File: src/rtl/regfile_wr_arbiter_pkg.sv
// Shared constants and types for the register-file write-port arbiter.
package regfile_pkg;

  localparam int unsigned NUM_REGS       = 32;
  localparam logic [4:0]  REG_XZR        = 5'd31;
  localparam int unsigned DEFAULT_DATA_W = 64;

  typedef enum logic {
    NORMAL = 1'b0,
    DRAIN  = 1'b1
  } wr_state_t;

endpackage

File: src/rtl/regfile_wr_arbiter_dec.sv
// Combinational 5-to-32 one-hot decoder with enable; registered by the arbiter.
module wr_onehot_dec
  import regfile_pkg::*;
(
  input  logic                en,
  input  logic [4:0]          idx,
  output logic [NUM_REGS-1:0] onehot
);

  always_comb begin
    onehot = '0;
    if (en) onehot[idx] = 1'b1;
  end

endmodule

File: src/rtl/regfile_wr_arbiter.sv
// Arbitrates the single register-file write port between pipeline writeback (A)
// and the multi-cycle return path (B); keeps a busy scoreboard and a starvation stall.
module regfile_wr_arbiter
  import regfile_pkg::*;
#(
  parameter int unsigned DATA_W       = DEFAULT_DATA_W,
  parameter int unsigned STARVE_LIMIT = 4
) (
  input  logic                clk,
  input  logic                reset_n,
  input  logic                a_valid,
  input  logic [4:0]          a_reg,
  input  logic [DATA_W-1:0]   a_data,
  input  logic                b_valid,
  output logic                b_ready,
  input  logic [4:0]          b_reg,
  input  logic [DATA_W-1:0]   b_data,
  input  logic                rsv_valid,
  input  logic [4:0]          rsv_reg,
  output logic                wr_en,
  output logic [4:0]          wr_reg,
  output logic [DATA_W-1:0]   wr_data,
  output logic [NUM_REGS-1:0] rf_we,
  output logic [NUM_REGS-1:0] busy,
  output logic                stall_pipe,
  output logic                proto_err
);

  logic                acc_b;
  logic                b_waiting;
  logic                launch_vld;
  logic                launch_en;
  logic [4:0]          launch_reg;
  logic [DATA_W-1:0]   launch_data;
  logic [NUM_REGS-1:0] dec_onehot;
  logic [NUM_REGS-1:0] busy_next;
  logic [3:0]          starve_cnt;
  logic [3:0]          cnt_inc;
  wr_state_t           state;

  assign b_ready   = !a_valid;
  assign acc_b     = b_valid && !a_valid;
  assign b_waiting = b_valid && a_valid;

  always_comb begin
    launch_vld  = 1'b0;
    launch_reg  = '0;
    launch_data = '0;
    if (a_valid) begin
      launch_vld  = 1'b1;
      launch_reg  = a_reg;
      launch_data = a_data;
    end else if (b_valid) begin
      launch_vld  = 1'b1;
      launch_reg  = b_reg;
      launch_data = b_data;
    end
    // XZR writes are accepted but never strobe the register file
    launch_en = launch_vld && (launch_reg != REG_XZR);
  end

  wr_onehot_dec u_dec (
    .en     (launch_en),
    .idx    (launch_reg),
    .onehot (dec_onehot)
  );

  // Clear from B acceptance first, so a same-cycle reservation wins
  always_comb begin
    busy_next = busy;
    if (acc_b) busy_next[b_reg] = 1'b0;
    if (rsv_valid && (rsv_reg != REG_XZR)) busy_next[rsv_reg] = 1'b1;
  end

  assign cnt_inc = (starve_cnt == 4'hF) ? 4'hF : starve_cnt + 4'd1;

  always_ff @(posedge clk or negedge reset_n) begin
    if (!reset_n) begin
      wr_en   <= 1'b0;
      wr_reg  <= '0;
      wr_data <= '0;
      rf_we   <= '0;
      busy    <= '0;
    end else begin
      wr_en <= launch_en;
      rf_we <= dec_onehot;
      busy  <= busy_next;
      if (launch_vld) begin
        wr_reg  <= launch_reg;
        wr_data <= launch_data;
      end
    end
  end

  always_ff @(posedge clk or negedge reset_n) begin
    if (!reset_n) begin
      starve_cnt <= '0;
      state      <= NORMAL;
      stall_pipe <= 1'b0;
      proto_err  <= 1'b0;
    end else begin
      starve_cnt <= b_waiting ? cnt_inc : 4'd0;
      case (state)
        NORMAL: begin
          if (b_waiting && (cnt_inc == 4'(STARVE_LIMIT))) begin
            state      <= DRAIN;
            stall_pipe <= 1'b1;
          end
        end
        DRAIN: begin
          if (a_valid) proto_err <= 1'b1;
          if (acc_b || !b_valid) begin
            state      <= NORMAL;
            stall_pipe <= 1'b0;
          end
        end
        default: begin
          state      <= NORMAL;
          stall_pipe <= 1'b0;
        end
      endcase
    end
  end

endmodule

File: config.mk
export PLATFORM = sky130hd
export DESIGN_NAME = regfile_wr_arbiter
export DESIGN_NICKNAME = d
export VERILOG_FILES = /design/src/rtl/regfile_wr_arbiter_pkg.sv /design/src/rtl/regfile_wr_arbiter_dec.sv /design/src/rtl/regfile_wr_arbiter.sv
export SDC_FILE = /design/constraint.sdc
export NUM_CORES = 1
export LEC_CHECK = 0
export CAP_MARGIN = 15
export CORE_MARGIN = 2
export CORE_UTILIZATION = 30
export CTS_CLUSTER_SIZE = 12
export DETAILED_ROUTE_END_ITERATION = 12
export PLACE_DENSITY = 0.62
export SYNTH_ARGS = -nofsm -noshare
export SYNTH_HDL_FRONTEND = slang
export SYNTH_SLANG_ARGS = --single-unit
File: constraint.sdc
create_clock -name clk -period 3.5 [get_ports clk]
set_input_delay 0.525 -clock clk [delete_from_list [all_inputs] [get_ports clk]]
set_output_delay 0.525 -clock clk [all_outputs]
set_load 0.02 [all_outputs]
==> out/qor.txt, run 1 <==
Status: finished clean
Min Tclk post-route: 2.26 ns
Maximum root-to-sink buffer count: 2
Fin crit share: 64.6%
Total number of vias: 5162
# Post-CTS Setup Buffers: 0
CP arrival: 1.74 ns
Multiplexer share of the synthesized area: 11.4%
Clock buffer count from CTS: 17
Synth Area in Compound Gates: 13.9%
Layout area overhead: 61.9%
Final Net Count: 967
Main synth FF type: dfrtp_1
Setup TNS: 0 ns
Die Area: 21100 um^2
Biggest regs: wr_data x64, busy x32, rf_we x32
Register bit total from synthesis: 141
DP HPWL: 13200 um
Asr flop ratio synth: 100%
Mapped Avg Cell Area: 11.0 um^2
Achievable Freq: 442 MHz
Syn Inst Count: 546
Worst path required time: 2.97 ns
Number of global-route vias before repair: 5170
Initial antenna violation count: 0
Post-Syn Nets: 695
RSZ-0062 raised after global routing: false
EDFF count, synth: 0
Synth top cells by count: dfrtp_1, o21ai_1, nand2_1, mux2i_1, nor3_1
Placer Congestion: 0.786
Clock-pin slew on the worst setup and hold paths: 0.06 ns
Hold_buf cts: 0
Cell area after synthesis: 6000 um^2
Pins Over Slew Limit: 0
Drt first-iter violations: 182
CTS tree: done
Post-Synth Simple-Gate Area: 12.4%
Routed WL: 18600 um
Placeable Area: 19500 um^2
Max incr delay on CP: 0.57 ns
Post-CTS Resized: 0
Fraction of layout cells with a size suffix above 1: 6.15%
Syn. warnings: 0
TritonCTS Sinks: 141
Initial core utilization: 30.7%
Top cell type's share of synthesized area: 58.8%
Vias/cell: 4.72
1st-pass router iterations: 4
ANT cells: 0
Num ports: 285
Slew margin rel.: 44.9%
VDD IR-drop max: 0.339 mV
Unique masters post-synth: 41
Clk_skew: 0.000956 ns
Register area share after synthesis: 58.8%
Combinational family with the most area after synthesis: compound AO/OA/AOI/OAI gates
# rows: 51
DR DRC count: 0
H-Tree Depth: 4
Worst-Skew Late Latency: 0.40 ns
Die height: 145 um
Grt ovf: 0
Leakage: 4.12 nW
Least-Margin Pin Slew: 0.826 ns
Flip-flop count of the largest register after layout: 64
Critical-path cell list: buf_4, inv_2, clkdlybuf4s50_1
Top-count cell post-synth: dfrtp_1
Die X: 145 um
Top cells by area, synth: dfrtp_1, mux2i_1, o21ai_1, nand2_1, nor3_1
Xor-xnor portion of the synthesized cell area: 0%
Pwr per Cell Area: 518 nW/um^2
CP Launch Type: input port
Synth area leader: dfrtp_1
WS Path Type: in2out
Max-Cap Viols: 0
Pin count of the biggest net entering global routing: 88
GRT Util Overall: 17.5%
CP max FO: 69
Crit. End Element: output port
Final setup fails: 0
DR WL/cell: 17.0 um
Final hold viol count: 0
First-pass GRT wire length: 29100 um
Total power: 0.00503 W
Antenna violation net count after detailed routing: 0
Root Driver: clkbuf_16
I/O Buffers: 284
Biggest register: wr_data
Hold crit path type: in2async
Adder-Cell Fraction of Synth Area: 0.209%
CP max-delay cell: clkdlybuf4s50_1
[area by class of cell]
cell class | count | area [um^2]
sequential | 141 | 3530
clock inverter | 9 | 183
fill | 1855 | 9820
tap | 265 | 332
timing repair buffer | 288 | 2890
inverter | 4 | 15.0
multi-input combinational | 366 | 2280
clock buffer | 21 | 480
[cells in the final DEF (no fill, tap or decap), drive strengths merged, types with 5 or more instances in the layout]
master         count
bufinv             5
mux2i             68
inv                5
o21a               5
buf                7
nor3              31
nand2             76
nand3              5
dfrtp            141
nand3b             8
or3b               6
o21ai            135
clkdlybuf4s50    281
clkbuf            21
[worst max-delay path, delay by kind of cell]
kind / cells / cell delay [ns]
buffers and inverters: 3 / 1.21
[where the power goes]
part | internal [W] | switching [W] | total [W]
clock network | 0.00134 | 0.000685 | 0.00202
registers | 0.00180 | 0.0000982 | 0.00190
logic | 0.000557 | 0.000552 | 0.00111
[logic make-up (layout without fill, tap and decap cells)]
kind of cell    count (synthesis)  in the layout
compound gates                153            153
fa+ha+maj                       1              1
buf+inv                        39            322
flops                         141            141
mux                            68             68
other cells                     1              1
simple gates                  143            143
[through the flow]
step	std cells	area [um^2]	utilization, %	hold slack (ns)	worst slack [ns]
after floorplan	546	6000	-	0.229	1.87
after global placement	1064	9050	46.3	0.443	1.11
after detailed placement	1064	9050	46.3	0.448	1.08
after CTS	1094	9710	49.7	0.0536	1.22
after global routing	1094	9710	49.7	0.0683	1.15
final	1094	9710	49.7	0.0476	1.24
[path summary, 6_finish.rpt]
kind	slack [ns]	start	cells past startpoint	endpoint
min in group clk	0.46	proto_err	1	proto_err
setup reg to reg	2.17	starve_cnt[0]	4	state
setup / recovery	1.24	a_valid	3	b_ready
hold / removal	0.05	reset_n	1	wr_data[21]
hold reg to reg	0.46	proto_err	1	proto_err
max in group asynchronous	2.66	reset_n	2	wr_data[45]
[routing by layer]
layer | wire length (um) | global-route usage, % | vias up
met2 | 8930 | 28.1 | 207
met5 | 0 | 0 | -
met1 | 8070 | 22.7 | 2440
li1 | - | - | 2480
met4 | 426 | 7.06 | 0
met3 | 1190 | 4.51 | 35
No activity file was read; power rests on OpenSTA's default activity.
==> run 2, diff against run 1 <==
==> constraint.sdc (replaced) <==
create_clock -name clk -period 2.2 [get_ports clk]
set_input_delay 0.33 -clock clk [delete_from_list [all_inputs] [get_ports clk]]
set_output_delay 0.33 -clock clk [all_outputs]
set_load 0.02 [all_outputs]
==> out/qor.txt, run 2 (synthesis results as in run 1) <==
Fraction of layout cells with a size suffix above 1: 7.48% (+1.3 points)
CP max-delay cell: clkdlybuf4s50_1
Worst path required time: 1.87 ns (-1.10 ns)
Layout Cells excl Fill: 1107 (+1.2%)
Critical-path cell list: clkdlybuf4s50_1
Multi-input gate area: 2280 um^2 (unchanged)
Final Cell Area: 9750 um^2 (+0.41%)
Pin count of the biggest net entering global routing: 90 (+2.3%)
H-Tree Depth: 4 (unchanged)
Die X: 145 um (unchanged)
ANT cells: 0 (unchanged)
First-pass GRT wire length: 29900 um (+2.6%)
Final hold viol count: 0 (unchanged)
Die height: 145 um (unchanged)
Flip-flop count of the largest register after layout: 64 (unchanged)
Maximum root-to-sink buffer count: 2 (unchanged)
Placer Congestion: 0.806 (+2.6%)
Layout area overhead: 62.6%
Least-Margin Pin Slew: 0.579 ns (-0.247 ns)
Status: finished clean
Sequential cell area: 3530 um^2 (unchanged)
Final design utilization: 49.9% (+0.20 points)
Grt ovf: 0 (unchanged)
Pins Over Slew Limit: 0 (unchanged)
Achievable Freq: 562 MHz
VDD IR-drop max: 0.471 mV (+39%)
Commonest cells after routing, fill and taps aside: clkdlybuf4s50_1, dfrtp_1, o21ai_1
DR WL/cell: 17.0 um (-0.26%)
Max incr delay on CP: 0.65 ns (+0.08 ns)
Clock buffer count from CTS: 17 (unchanged)
Metal3 WL: 1310 um (+11%)
RSZ-0062 raised after global routing: false
Placeable Area: 19500 um^2 (unchanged)
GRT Util Overall: 17.8% (+0.25 points)
Initial core utilization: 30.7% (unchanged)
Buf+Inv Stages, Crit Path: 1 (-2)
I/O Buffers: 284 (unchanged)
Final Net Count: 981 (+1.4%)
# rows: 51 (unchanged)
DP HPWL: 13500 um (+2.5%)
Cells after DPL: 1077 (+1.2%)
Leakage: 4.15 nW (+0.65%)
Worst path top cell family by delay: buffers and inverters
CP max FO: 2 (-97%)
Setup TNS: 0 ns (unchanged)
Die Area: 21100 um^2 (unchanged)
Vias/cell: 4.71 (-0.20%)
Routed WL: 18800 um (+0.92%)
Fillcell total: 1815 (-2.2%)
Number of global-route vias before repair: 5234 (+1.2%)
Pwr per Cell Area: 788 nW/um^2 (+52%)
TritonCTS Sinks: 141 (unchanged)
Slew margin rel.: 61.4% (+16 points)
Hold crit path type: in2reg
Initial antenna violation count: 0 (unchanged)
Most common cell after layout, fill and taps aside: clkdlybuf4s50_1
Final setup fails: 0 (unchanged)
Crit. End Element: output port
WS Path Type: reg2out
1st-pass router iterations: 4 (unchanged)
Min Tclk post-route: 1.78 ns
Drt first-iter violations: 293 (+61%)
Clk_skew: 0.000531 ns (-0.000425 ns)
DR DRC count: 0 (unchanged)
Max-Cap Viols: 0 (unchanged)
CP arrival: 1.45 ns (-0.29 ns)
Num ports: 285 (unchanged)
Max layer used: met4
Clock-pin slew on the worst setup and hold paths: 0.06 ns (about the same)
Antenna violation net count after detailed routing: 0 (unchanged)
Root Driver: clkbuf_16
CTS tree: done
Total number of vias: 5213 (+0.99%)
Biggest regs: wr_data x64, busy x32, rf_we x32
Biggest register: wr_data
Worst-Skew Late Latency: 0.41 ns (about the same)
Metal-1 WL: 8080 um (+0.16%)
CP Launch Type: flip-flop
Fin crit share: 80.9%
Dpl cell area: 9160 um^2 (+1.2%)
Met2 WL post-DR: 9010 um (+0.86%)
-- run 2: cell count changes in the layout (fill, tap and decap cells not counted), sizes merged --
cell and change:
bufinv -2, clkinvlp +2, dlygate4sd3 +1, buf +13, clkbuf -3, clkinv +2
-- run 2: where the power goes --
group	total [W]	internal (W)	switching, W	leakage [nW]
sequential	0.00303	0.00286	0.000161	1.77
clock	0.00287	0.00179	0.00108	0.276
combinational	0.00179	0.000905	0.000883	2.11
total	0.00769	0.00556	0.00213	4.15
-- run 2: final cells by class --
cell class	instances	share of cell area [%]
Multi-Input combinational cell	366	23.4
Sequential cell	141	36.2
Clock inverter	11	1.48
Tap cell	265	3.40
Timing Repair Buffer	302	30.9
Inverter	4	0.154
Clock buffer	18	4.50
-- run 2: worst paths after layout --
check	startpoint	to	slack [ns]	cells past startpoint
worst max register to register	starve_cnt[0]	state	0.89	4
max in group asynchronous	reset_n	busy[19]	1.07	3
min in group asynchronous	reset_n	wr_data[28]	0.45	2
worst min register to register	proto_err	proto_err	0.45	1
worst min-delay path	a_valid	wr_reg[1]	0.29	3
worst max-delay path	wr_reg[4]	wr_reg[4]	0.42	1
-- run 2: timing repair --
action / in CTS / in global routing
setup buffers: 0 / 0
hold buffers: 1 / 0
endpoints found under the hold margin: 53 / 0
resized for setup: 0 / 0
-- run 2: worst reg2reg max path, cell delays in order (launching register included) --
cell	delay, ns
dfrtp_1	0.40
ha_1	0.23
and4b_1	0.21
a21oi_1	0.23
o21ai_1	0.11
-- run 2: routing by layer --
layer | vias up | global-route usage, %
met3 | 27 | 5.45
met5 | - | 0
met1 | 2480 | 23.3
li1 | 2502 | -
met4 | 0 | 6.27
met2 | 204 | 28.0
-- run 2: through the flow --
step	power [W]	hold WS [ns]	worst slack, ns
global route	0.00803	0.312	0.334
detailed placement	0.00486	0.343	0.226
CTS	0.00778	0.268	0.366
floorplan	0.00382	0.0344	0.768
finish	0.00769	0.291	0.421
global placement	0.00485	0.343	0.248
==> run 3, diff against run 2 <==
==> constraint.sdc (replaced) <==
create_clock -name clk -period 1.8 [get_ports clk]
set_input_delay 0.27 -clock clk [delete_from_list [all_inputs] [get_ports clk]]
set_output_delay 0.27 -clock clk [all_outputs]
set_load 0.02 [all_outputs]
==> out/qor.txt, run 3 (synthesis results as in run 1) <==
Grt ovf: 0 (unchanged)
Biggest register: wr_data
CP max FO: 2 (unchanged)
Min Tclk post-route: 1.71 ns
Placeable Area: 19500 um^2 (unchanged)
Layout Cells excl Fill: 1118 (+0.99%)
Placer Congestion: 0.768 (-4.7%)
CTS tree: done
Least-Margin Pin Slew: 0.513 ns (-0.0654 ns)
H-Tree Depth: 4 (unchanged)
Clock-pin slew on the worst setup and hold paths: 0.06 ns (about the same)
Flip-flop count of the largest register after layout: 64 (unchanged)
GRT Util Overall: 17.7% (-0.084 points)
Place WS: -0.0204 ns (-0.246 ns)
WS Path Type: reg2out
Critical-path cell list: clkdlybuf4s50_1
Hold crit path type: in2reg
Routed WL: 18700 um (-0.46%)
CP max-delay cell: clkdlybuf4s50_1
VDD IR-drop max: 0.637 mV (+35%)
Cells after DPL: 1087 (+0.93%)
Crit. End Element: output port
Num ports: 285 (unchanged)
Root Driver: clkbuf_16
Hold_ws: 0.216 ns (-0.0752 ns)
Slew margin rel.: 65.8% (+4.4 points)
DR WL/cell: 16.7 um (-1.4%)
Layout area overhead: 63.7%
Antenna violation net count after detailed routing: 0 (unchanged)
Worst path required time: 1.53 ns (-0.34 ns)
Pins Over Slew Limit: 0 (unchanged)
Setup TNS: 0 ns (unchanged)
CP Launch Type: flip-flop
Final Net Count: 991 (+1.0%)
Commonest cells after routing, fill and taps aside: clkdlybuf4s50_1, dfrtp_1, o21ai_1
Die height: 145 um (unchanged)
DR DRC count: 0 (unchanged)
Die X: 145 um (unchanged)
Final setup fails: 0 (unchanged)
Fin worst setup slack: 0.0861 ns (-0.335 ns)
Die Area: 21100 um^2 (unchanged)
Pin count of the biggest net entering global routing: 103 (+14%)
Final design utilization: 50.3% (+0.35 points)
Buf+Inv Stages, Crit Path: 1 (unchanged)
Worst-Skew Late Latency: 0.41 ns (about the same)
Max-Cap Viols: 0 (unchanged)
Vias/cell: 4.69 (-0.41%)
# Post-CTS Setup Buffers: 0 (unchanged)
Maximum root-to-sink buffer count: 2 (unchanged)
ANT cells: 0 (unchanged)
I/O Buffers: 284 (unchanged)
Max incr delay on CP: 0.65 ns (about the same)
Total number of vias: 5243 (+0.58%)
TritonCTS Sinks: 141 (unchanged)
Biggest regs: wr_data x64, busy x32, rf_we x32
CP arrival: 1.44 ns (about the same)
Achievable Freq: 583 MHz
Hold_buf cts: 1 (unchanged)
Fraction of layout cells with a size suffix above 1: 8.56% (+1.1 points)
Post-CTS Resized: 0 (unchanged)
# rows: 51 (unchanged)
Worst path top cell family by delay: buffers and inverters
Most common cell after layout, fill and taps aside: clkdlybuf4s50_1
Flop2flop setup slack: 0.48 ns (-0.41 ns)
Clk_skew: 0.00749 ns (+0.00696 ns)
First-pass GRT wire length: 29700 um (-0.49%)
1st-pass router iterations: 4 (unchanged)
Initial core utilization: 30.7% (unchanged)
Fin crit share: 95.2%
Pwr per Cell Area: 948 nW/um^2 (+20%)
Final hold viol count: 0 (unchanged)
Initial antenna violation count: 0 (unchanged)
Leakage: 4.19 nW (+1.1%)
DP HPWL: 13600 um (+0.43%)
Clock buffer count from CTS: 17 (unchanged)
Number of global-route vias before repair: 5306 (+1.4%)
Status: finished clean
Drt first-iter violations: 235 (-20%)
RSZ-0062 raised after global routing: false
==> run 3: cell count changes in the layout (fill, tap and decap cells not counted), sizes merged <==
| cell | delta |
|---|---|
| buf | +10 |
| clkbuf | +1 |
| clkinvlp | -1 |
| clkinv | +2 |
| bufinv | -1 |
==> run 3: worst paths after layout <==
kind	startpoint	end	cells past startpoint
min in group asynchronous	reset_n	wr_data[28]	2
min	a_valid	wr_reg[0]	2
max	wr_reg[4]	wr_reg[4]	1
max in group asynchronous	reset_n	busy[15]	3
min reg2reg	proto_err	proto_err	1
max reg2reg	starve_cnt[0]	state	4
==> run 3: cell type report <==
type	count	area, um^2
Clock buffer	19	443
Sequential cell	141	3530
Timing Repair Buffer	312	3100
Fill cell	1842	9710
Tap cell	265	332
Clock inverter	11	120
Multi-Input combinational cell	366	2280
Inverter	4	15.0
==> run 3: layer usage <==
metal | share of wire (%) | track usage (%) | up-vias
li1 | - | - | 2528
met3 | 7.8 | 5.89 | 13
met2 | 50 | 29.1 | 200
met5 | 0 | 0 | -
met4 | 0.95 | 4.26 | 0
met1 | 42 | 22.6 | 2502
==> run 3: power by group <==
group / internal [W] / switching [W] / total, W
clock network: 0.00206 / 0.00135 / 0.00341
logic: 0.00113 / 0.00108 / 0.00221
registers: 0.00350 / 0.000194 / 0.00369
total: 0.00668 / 0.00263 / 0.00931
==> run 3: stage by stage <==
| step | instance area, um^2 | power [W] |
|---|---|---|
| after global placement | 9240 | 0.00596 |
| final | 9820 | 0.00931 |
| after global routing | 9820 | 0.00974 |
| after detailed placement | 9240 | 0.00597 |
| after floorplan | 6000 | 0.00466 |
| after CTS | 9820 | 0.00944 |
